**config.mk**
```make
export PLATFORM = sky130hd
export DESIGN_NAME = sync_fifo
export DESIGN_NICKNAME = d
export VERILOG_FILES = /design/src/rtl/sync_fifo_pkg.sv /design/src/rtl/fifo_ptr.sv /design/src/rtl/sync_fifo.sv /design/src/rtl/sync_fifo_ctrl.sv
export SDC_FILE = /design/constraint.sdc
export NUM_CORES = 1
export LEC_CHECK = 0
export BUFFER_PORTS_ARGS = -buffer_cell sky130_fd_sc_hd__buf_2
export CORE_UTILIZATION = 37
export DETAILED_ROUTE_END_ITERATION = 7
export PLACE_DENSITY = 0.64
export SLEW_MARGIN = 20
export SYNTH_ARGS = -nofsm -noshare
export SYNTH_HDL_FRONTEND = slang
export SYNTH_SLANG_ARGS = --single-unit
```
**constraint.sdc**
```tcl
create_clock -name i_Clk -period 3.39 [get_ports i_Clk]
set_input_delay 0.5085 -clock i_Clk [delete_from_list [all_inputs] [get_ports i_Clk]]
set_output_delay 0.5085 -clock i_Clk [all_outputs]
set_load 0.1 [all_outputs]
```
**src/rtl/sync_fifo_pkg.sv**
```systemverilog
// Shared constants and helpers for the synchronous FIFO controller and its wrapper.
package sync_fifo_pkg;

  localparam int unsigned DEF_ADDR_WIDTH = 2;
  localparam int unsigned DEF_DATA_WIDTH = 8;

  // Pointers carry one extra wrap bit above the storage address.
  function automatic int unsigned ptr_width(input int unsigned addr_width);
    return addr_width + 1;
  endfunction

endpackage

```
**src/rtl/fifo_ptr.sv**
```systemverilog
// Wrapping pointer with enable and synchronous reset; also exposes its next value.
module fifo_ptr #(
  parameter int unsigned PTR_W = 3
) (
  input  logic             i_Clk,
  input  logic             i_Rst,
  input  logic             i_En,
  output logic [PTR_W-1:0] o_Ptr,
  output logic [PTR_W-1:0] o_Ptr_Nxt_c
);

  assign o_Ptr_Nxt_c = i_En ? o_Ptr + PTR_W'(1) : o_Ptr;

  always_ff @(posedge i_Clk) begin
    if (i_Rst) o_Ptr <= '0;
    else       o_Ptr <= o_Ptr_Nxt_c;
  end

endmodule

```
**src/rtl/sync_fifo.sv**
```systemverilog
// Synchronous first-word-fall-through FIFO: controller plus storage array.
module sync_fifo
  import sync_fifo_pkg::*;
#(
  parameter int unsigned ADDR_WIDTH = DEF_ADDR_WIDTH,
  parameter int unsigned DATA_WIDTH = DEF_DATA_WIDTH
) (
  input  logic                  i_Clk,
  input  logic                  i_Rst,
  input  logic                  i_Wr_Req,
  input  logic [DATA_WIDTH-1:0] i_Wr_Data,
  input  logic                  i_Rd_Req,
  input  logic                  i_Clr_Err,
  output logic [DATA_WIDTH-1:0] o_Rd_Data_c,
  output logic                  o_Full,
  output logic                  o_Empty,
  output logic                  o_Almost_Full,
  output logic                  o_Almost_Empty,
  output logic [ADDR_WIDTH:0]   o_Count,
  output logic                  o_Overflow,
  output logic                  o_Underflow
);

  localparam int unsigned DEPTH = 2 ** ADDR_WIDTH;

  logic                  wr_en;
  logic [ADDR_WIDTH-1:0] wr_addr;
  logic [ADDR_WIDTH-1:0] rd_addr;
  logic [DATA_WIDTH-1:0] mem [DEPTH];

  sync_fifo_ctrl #(.ADDR_WIDTH(ADDR_WIDTH)) u_ctrl (
    .i_Clk          (i_Clk),
    .i_Rst          (i_Rst),
    .i_Wr_Req       (i_Wr_Req),
    .i_Rd_Req       (i_Rd_Req),
    .i_Clr_Err      (i_Clr_Err),
    .o_Wr_En        (wr_en),
    .o_Wr_Addr      (wr_addr),
    .o_Rd_Addr      (rd_addr),
    .o_Full         (o_Full),
    .o_Empty        (o_Empty),
    .o_Almost_Full  (o_Almost_Full),
    .o_Almost_Empty (o_Almost_Empty),
    .o_Count        (o_Count),
    .o_Overflow     (o_Overflow),
    .o_Underflow    (o_Underflow)
  );

  always_ff @(posedge i_Clk) begin
    if (wr_en) mem[wr_addr] <= i_Wr_Data;
  end

  // Head entry is visible combinationally at the read address.
  assign o_Rd_Data_c = mem[rd_addr];

endmodule

```
**src/rtl/sync_fifo_ctrl.sv**
```systemverilog
// Synchronous FIFO controller: pointers, occupancy, status and sticky error flags.
module sync_fifo_ctrl
  import sync_fifo_pkg::*;
#(
  parameter int unsigned ADDR_WIDTH = DEF_ADDR_WIDTH,
  parameter int unsigned AFULL_LVL  = (2 ** ADDR_WIDTH) - 1,
  parameter int unsigned AEMPTY_LVL = 1
) (
  input  logic                  i_Clk,
  input  logic                  i_Rst,
  input  logic                  i_Wr_Req,
  input  logic                  i_Rd_Req,
  input  logic                  i_Clr_Err,
  output logic                  o_Wr_En,
  output logic [ADDR_WIDTH-1:0] o_Wr_Addr,
  output logic [ADDR_WIDTH-1:0] o_Rd_Addr,
  output logic                  o_Full,
  output logic                  o_Empty,
  output logic                  o_Almost_Full,
  output logic                  o_Almost_Empty,
  output logic [ADDR_WIDTH:0]   o_Count,
  output logic                  o_Overflow,
  output logic                  o_Underflow
);

  localparam int unsigned PTR_W = ptr_width(ADDR_WIDTH);
  localparam int unsigned DEPTH = 2 ** ADDR_WIDTH;

  logic             wr_ok;
  logic             rd_ok;
  logic [PTR_W-1:0] wr_ptr;
  logic [PTR_W-1:0] rd_ptr;
  logic [PTR_W-1:0] wr_ptr_nxt;
  logic [PTR_W-1:0] rd_ptr_nxt;
  logic [PTR_W-1:0] count_nxt;
  logic             full_nxt;
  logic             empty_nxt;

  // Accept decisions look only at registered flags.
  assign wr_ok   = i_Wr_Req & ~o_Full;
  assign rd_ok   = i_Rd_Req & ~o_Empty;
  assign o_Wr_En = wr_ok;

  fifo_ptr #(.PTR_W(PTR_W)) u_wr_ptr (
    .i_Clk       (i_Clk),
    .i_Rst       (i_Rst),
    .i_En        (wr_ok),
    .o_Ptr       (wr_ptr),
    .o_Ptr_Nxt_c (wr_ptr_nxt)
  );

  fifo_ptr #(.PTR_W(PTR_W)) u_rd_ptr (
    .i_Clk       (i_Clk),
    .i_Rst       (i_Rst),
    .i_En        (rd_ok),
    .o_Ptr       (rd_ptr),
    .o_Ptr_Nxt_c (rd_ptr_nxt)
  );

  assign o_Wr_Addr = wr_ptr[ADDR_WIDTH-1:0];
  assign o_Rd_Addr = rd_ptr[ADDR_WIDTH-1:0];

  always_comb begin
    count_nxt = o_Count;
    empty_nxt = (wr_ptr_nxt == rd_ptr_nxt);
    full_nxt  = (wr_ptr_nxt[ADDR_WIDTH-1:0] == rd_ptr_nxt[ADDR_WIDTH-1:0]) &&
                (wr_ptr_nxt[ADDR_WIDTH] != rd_ptr_nxt[ADDR_WIDTH]);
    case ({wr_ok, rd_ok})
      2'b10:   count_nxt = o_Count + PTR_W'(1);
      2'b01:   count_nxt = o_Count - PTR_W'(1);
      default: count_nxt = o_Count;
    endcase
  end

  // Status flags are registered from the next-state pointers and count.
  always_ff @(posedge i_Clk) begin
    if (i_Rst) begin
      o_Count        <= '0;
      o_Empty        <= 1'b1;
      o_Full         <= 1'b0;
      o_Almost_Empty <= 1'b1;
      o_Almost_Full  <= 1'b0;
    end else begin
      o_Count        <= count_nxt;
      o_Empty        <= empty_nxt;
      o_Full         <= full_nxt;
      o_Almost_Empty <= (count_nxt <= PTR_W'(AEMPTY_LVL));
      o_Almost_Full  <= (count_nxt >= PTR_W'(AFULL_LVL));
    end
  end

  // Sticky errors: a new event wins over a same-cycle clear.
  always_ff @(posedge i_Clk) begin
    if (i_Rst) begin
      o_Overflow  <= 1'b0;
      o_Underflow <= 1'b0;
    end else begin
      if (i_Wr_Req && o_Full) o_Overflow <= 1'b1;
      else if (i_Clr_Err)     o_Overflow <= 1'b0;
      if (i_Rd_Req && o_Empty) o_Underflow <= 1'b1;
      else if (i_Clr_Err)      o_Underflow <= 1'b0;
    end
  end

  initial begin : unused_depth_guard
  end

endmodule

```
# After elaboration in Yosys (flattened, before gate mapping)

Memories as Yosys holds them, arrays and structs flattened. A register that Yosys moved wholly into a read port is not among the register bits.
Index checks and enable logic that the tools add are counted.

Word-level logic and storage cells: 39
Memory bits (writable): 32
Memories: 1
Latch bits: 0
Bits in registers: 15
ROM bits: 0
Bits of input ports: 13
Output and inout port bits: 17

Memories:

| memory | depth | width | read ports | clocked after memory_dff | wr ports | RTL line        | RTL |
|---|---|---|---|---|---|---|---|
| mem    | 4     | 8     | 1          | 1                        | 1        | sync_fifo.sv:29 | `logic [DATA_WIDTH-1:0] mem [DEPTH];` |

Reduce and logical (&&, ||, !) cells: 5
Magnitude comparators: 2
$add $sub $neg: 4
Bitwise logic cells: 4
Divide/modulo/power cells: 0
Multipliers: 0
Muxes and demuxes: 9
Shifts and indexed selects: 0
Equal/unequal tests: 5

Operators by type and width:

| operator                                                              | number |
|---|---|
| 3-bit by 1-bit adder with 3-bit output, second input constant         | 3 |
| 3-bit 2-to-1 mux                                                      | 2 |
| 3-bit one-hot mux with 2 select lines                                 | 1 |
| 1-bit 2-to-1 mux                                                      | 5 |
| 2-bit nonzero test                                                    | 2 |
| 3-bit == test                                                         | 1 |
| 3-bit by 2-bit >= comparator with 1-bit output, second input constant | 1 |
| 3-bit by 1-bit <= comparator with 1-bit output, second input constant | 1 |
| 1-bit logical AND                                                     | 3 |
| 3-bit by 1-bit subtractor with 3-bit output, second input constant    | 1 |
| 1-bit AND                                                             | 2 |
| 2-bit by 1-bit == test with 1-bit output, second input constant       | 1 |
| 2-bit == test                                                         | 1 |
| 2-bit == test, second input constant                                  | 1 |
| 2-bit 2-to-1 mux                                                      | 1 |
| 1-bit inverter                                                        | 2 |
| 1-bit != test                                                         | 1 |

# Depth between registers and ports, before layout

Depth after elaboration: 5
Gate-level depth with buffers: 8

# Cells and area by module

A second synthesis with hierarchy kept.

Cells, all modules: 111
Area, all modules: 1,890.6 um^2

Modules (own cells, without submodules):

| module         | cells an instance | instances | area each (um^2) |
|---|---|---|---|
| sync_fifo      | 46                | 1         | 1,188.6 |
| sync_fifo_ctrl | 39                | 1         | 401.6 |
| fifo_ptr       | 13                | 2         | 150.1 |

# Worst setup path after synthesis

OpenSTA, ideal clock, no wires.

Kind: register to register
Start: register u_ctrl.o_Empty
End: register u_ctrl.o_Almost_Empty
Data required time: 3.269 ns
Library setup time: 0.121 ns
Arrival: 2.533 ns
Cell stages (with the launch flop): 8
Clock period less this slack: 2.653 ns
Path buffers: 0
Setup slack: 0.737 ns
Cells stage by stage: dfxtp_1 and2b_4 ha_1 fa_1 xnor2_1 or3_1 a21oi_1 nor2_1

Longest elaborated chain between the ends: 5

RTL lines:

| item                                                                             | RTL line             | RTL |
|---|---|---|
| start: declaration                                                               | sync_fifo_ctrl.sv:18 | `output logic o_Empty,` |
| start signal: assignment                                                         | sync_fifo_ctrl.sv:85 | `o_Empty <= empty_nxt;` |
| 1-bit inverter *                                                                 | sync_fifo_ctrl.sv:41 | `assign rd_ok = i_Rd_Req & ~o_Empty;` |
| 1-bit AND *                                                                      | sync_fifo_ctrl.sv:41 |  |
| 2-bit by 1-bit == test with 1-bit output / 2-bit == test (equally long branches) | sync_fifo_ctrl.sv:68 | `case ({wr_ok, rd_ok})` |
| 3-bit one-hot mux with 2 select lines *                                          | sync_fifo_ctrl.sv:68 |  |
| 3-bit by 1-bit <= comparator with 1-bit output *                                 | sync_fifo_ctrl.sv:87 | `o_Almost_Empty <= (count_nxt <= PTR_W'(AEMPTY_LVL));` |
| end signal: assignment                                                           | sync_fifo_ctrl.sv:87 |  |
| end: declaration                                                                 | sync_fifo_ctrl.sv:20 | `output logic o_Almost_Empty,` |

Mark *: on every way between the ends. The rest lies on a longest branch, timed or not.
A chain may end at the register's enable or synchronous reset.

==> metrics list <==
* Result of the run: finished clean
- After synthesis the cells add up to 1873 um2.
- The number of endpoints with negative hold slack in the final report came to 0.
- Initial Utilization: 0.3914
* Worst supply voltage drop on vdd: 0.3140 mV
* Count of mapped cells out of synthesis: 110
- The tree built by TritonCTS fans out to 47 sinks.
* Highest clock frequency the design can meet: 404.1 MHz
- Count of buffers from port buffering: 29
- After routing, the total negative slack on setup checks comes to 0 ns.
- Die outline area: 5351 um2
- Final net count: 163
* Min Hold Slack: 0.4185 ns
- Total core area: 4786 um2
* Areal power density over the cells: 727.2 nW/um2
* Cell internal power dissipation: 987.1 uW
- From synthesis to final layout, the design area changed by 17.30%.
* Post-Route Skew: 0.007707 ns
* Number of instances resized during post-cts repair: 0
- 30 I/O pins were placed.
- Routability cong.: 0.6279
* Required time at the endpoint of the critical path: 2.88 ns
- Clock latency on the worst-skew pair: 0.30 ns
* FFs w/ async S/R, synth: 0
- Top-count cell post-synth: edfxtp_1
- Share of the synthesized area in the top cell type: 0.5130
* WP data arrival: 1.97 ns
- The analysis attributes to cell leakage a power of 0.8291 nW.
- In the finished design, the share of the clock period the worst path needs comes to 0.7300.
* Core Rows: 25
- After global routing the overflow that remains totals 0.
- Type of element capturing the critical path: output port
- Synthesis instantiated 25 different standard cells from the library.
- Proportion of power drawn by combinational gates: 0.309
- Number of setup violations in the final report: 0
- The commonest cells after synthesis are 32 x edfxtp_1, 15 x dfxtp_1, 10 x nor2_1.
- At the pin with the least slew margin, the transition time is 0.6730 ns.
- The number of global-route vias before repair came to 1018.
* Fraction of final layout cells sized beyond drive strength 1: 0.3542
- Detailed-route wire length per cell: 14.27 um
- Of the total power, the share spent switching nets is 0.3822.
- Critical Path Start Type: flop
- The number of slew-limit violations in the final report is 0.
- On the critical path, the stage with the largest delay is an instance of dfxtp_1.
- The detail route stage leaves a number of antenna-violating nets equal to 0.
- Number of fill cells: 440
- The largest total area in the synthesized netlist belongs to edfxtp_1.
- The first global-routing pass estimated 4933 um of wire.
- For this run, design rule violations remaining after detail routing come to 0.
* Share of the core filled with cells: 0.4591
- # H-tree levels: 2
- After legalization and detailed placement, the total HPWL measured 2180 um.
- Predominant post-synthesis flop cell: edfxtp_1
- Leading cell types by total area after synthesis: edfxtp_1 51%, dfxtp_1 16%, mux4_2 9.6%
* RSZ-0062 raised after global routing: false
- In this design, the largest share of critical-path delay is due to flip-flops.
- In this run, CTS created clock tree buffers numbering 5.
- Hold repair after CTS inserted 0 buffers.
- The final layout contains routed wiring with a total length of 3010 um.
- Buffers inserted during post-CTS setup optimization: 0
* Maximum clock insertion buffer count: 2
* Post-synth net total: 130
- Max cap viols: 0
- Post-layout minimum cycle time: 2.475 ns
* Library cell used as clock root buffer: clkbuf_8
- CP Buf/Inv Count: 1
* Post-synth EDFFs: 32
- In this run the worst path has a maximum fanout of 10.
* Via-to-Cell Ratio: 4.526
* Clock slew at reported path FFs: 0.09 ns
- X dimension of the die: 73.15 um
- Vias: 955
* Yosys warning count: 0
- Once placement completed, the tool counted placed cells totaling 203.
- Net Sw Power: 610.7 uW
* Clock tree from TritonCTS: yes
- Average instance area after synthesis: 17.03 um2
- The share of total power dissipated in sequential elements is 0.436.
- Total of flip-flops plus latches after synthesis: 47
- Clock power frac: 0.254
- Entering global routing, the biggest net connects 16 pins.
- In this run the worst hold path is classified as primary input to flop.
* GRT Overall Usage: 0.1309
- Iter 0 DRT Violations: 53
- Die Span Y: 73.15 um
* Max-slew headroom: 0.5508
* Count of inserted antenna diode cells: 0
- Worst setup path category: flop to output port
- Final Non-Filler Cells: 211
- The signal on the critical path passes through mux4_2, buf_2.
* Initial antenna violation count: 0
- Of the synthesized area, sequential elements account for 0.6733.
- Slowest Stage Delay on Critical Path: 0.76 ns
- Detailed Routing Iterations Pass 1: 4
[worst register-to-register path: stages, from the launching register on]
cell and delay (ns):
dfxtp_1 0.33, and2b_4 0.28, inv_1 0.05, ha_1 0.21, fa_1 0.38, xnor2_1 0.14, or3_1 0.30, a21oi_1 0.24
nor2_1 0.08
[flip-flops by register name, indices dropped and copies added, names as in the netlist]
signal / count
mem: 32
u_ctrl.o_Almost_Empty: 1
u_ctrl.o_Almost_Full: 1
u_ctrl.o_Count: 3
u_ctrl.o_Empty: 1
u_ctrl.o_Full: 1
u_ctrl.o_Overflow: 1
u_ctrl.o_Underflow: 1
u_ctrl.u_rd_ptr.o_Ptr: 3
u_ctrl.u_wr_ptr.o_Ptr: 3
[logic make-up after synthesis]
kind of cell / Yosys count / share of synthesized area
xor gates and xnor gates: 10 / 0.05478
DFF: 47 / 0.6733
and+or+nand+nor: 20 / 0.06413
AOI/OAI and AO/OA: 6 / 0.02404
muxes: 11 / 0.1122
adders and majority gates: 7 / 0.05077
buffers and inverters: 9 / 0.02070
[worst paths after layout]
path	startpoint	endpoint	slack, ns	cells after the start
max	u_ctrl.u_rd_ptr.o_Ptr[0]	o_Rd_Data_c[7]	0.92	2
min	i_Wr_Data[7]	mem[1][7]	0.42	1
min reg2reg	u_ctrl.o_Underflow	u_ctrl.o_Underflow	0.52	2
max reg2reg	u_ctrl.o_Full	u_ctrl.o_Almost_Empty	1.25	8
[placed cells by master (no fill, tap or decap), drive strengths merged]
cell and count:
or3 1, and2b 2, buf 29, inv 7
o31ai 1, xor2 5, mux4 8, fa 1
mux2i 3, bufinv 1, a21o 1, a21oi 1
a22oi 2, clkinv 1, dfxtp 15, edfxtp 32
o21ai 1, ha 6, nor2 10, and2 4
xnor2 5, nand3b 2, nor4 1, clkbuf 5
[routing by layer]
metal / share of wire / global-route usage / vias up
met2: 0.50 / 0.2160 / 25
li1: - / - / 463
met4: 0.0093 / 0.07190 / 0
met5: 0 / 0 / -
met1: 0.44 / 0.1552 / 463
met3: 0.045 / 0.03453 / 4
[through the flow]
stage / area, um2 / setup WS, ns / total power, mW
6_report: 2197 / 0.9154 / 1.598
5_1_grt: 2197 / 0.8037 / 1.662
4_1_cts: 2197 / 0.8692 / 1.618
3_5_place_dp: 2086 / 1.035 / 1.208
3_3_place_gp: 2086 / 1.123 / 1.199
2_1_floorplan: 1873 / 0.7365 / 1.135
[area by class of cell]
class / instances / area (um2) / area share
clock inverter: 3 / 42.54 / 0.01936
sequential: 47 / 1261 / 0.5740
timing repair buffer: 29 / 145.1 / 0.06606
multi-input combinational: 54 / 573.1 / 0.2608
inverter: 6 / 22.52 / 0.01025
clock buffer: 5 / 68.82 / 0.03132
tap: 67 / 83.83 / 0.03815
[power by group through the flow]
stage	Combinational (mW)	Clock, mW	Sequential [mW]
2_1_floorplan	0.277	0	0.858
3_3_place_gp	0.491	0	0.708
3_5_place_dp	0.496	0	0.712
4_1_cts	0.498	0.421	0.699
5_1_grt	0.517	0.441	0.705
6_report	0.494	0.406	0.697
(Power assumes the default switching activity.)
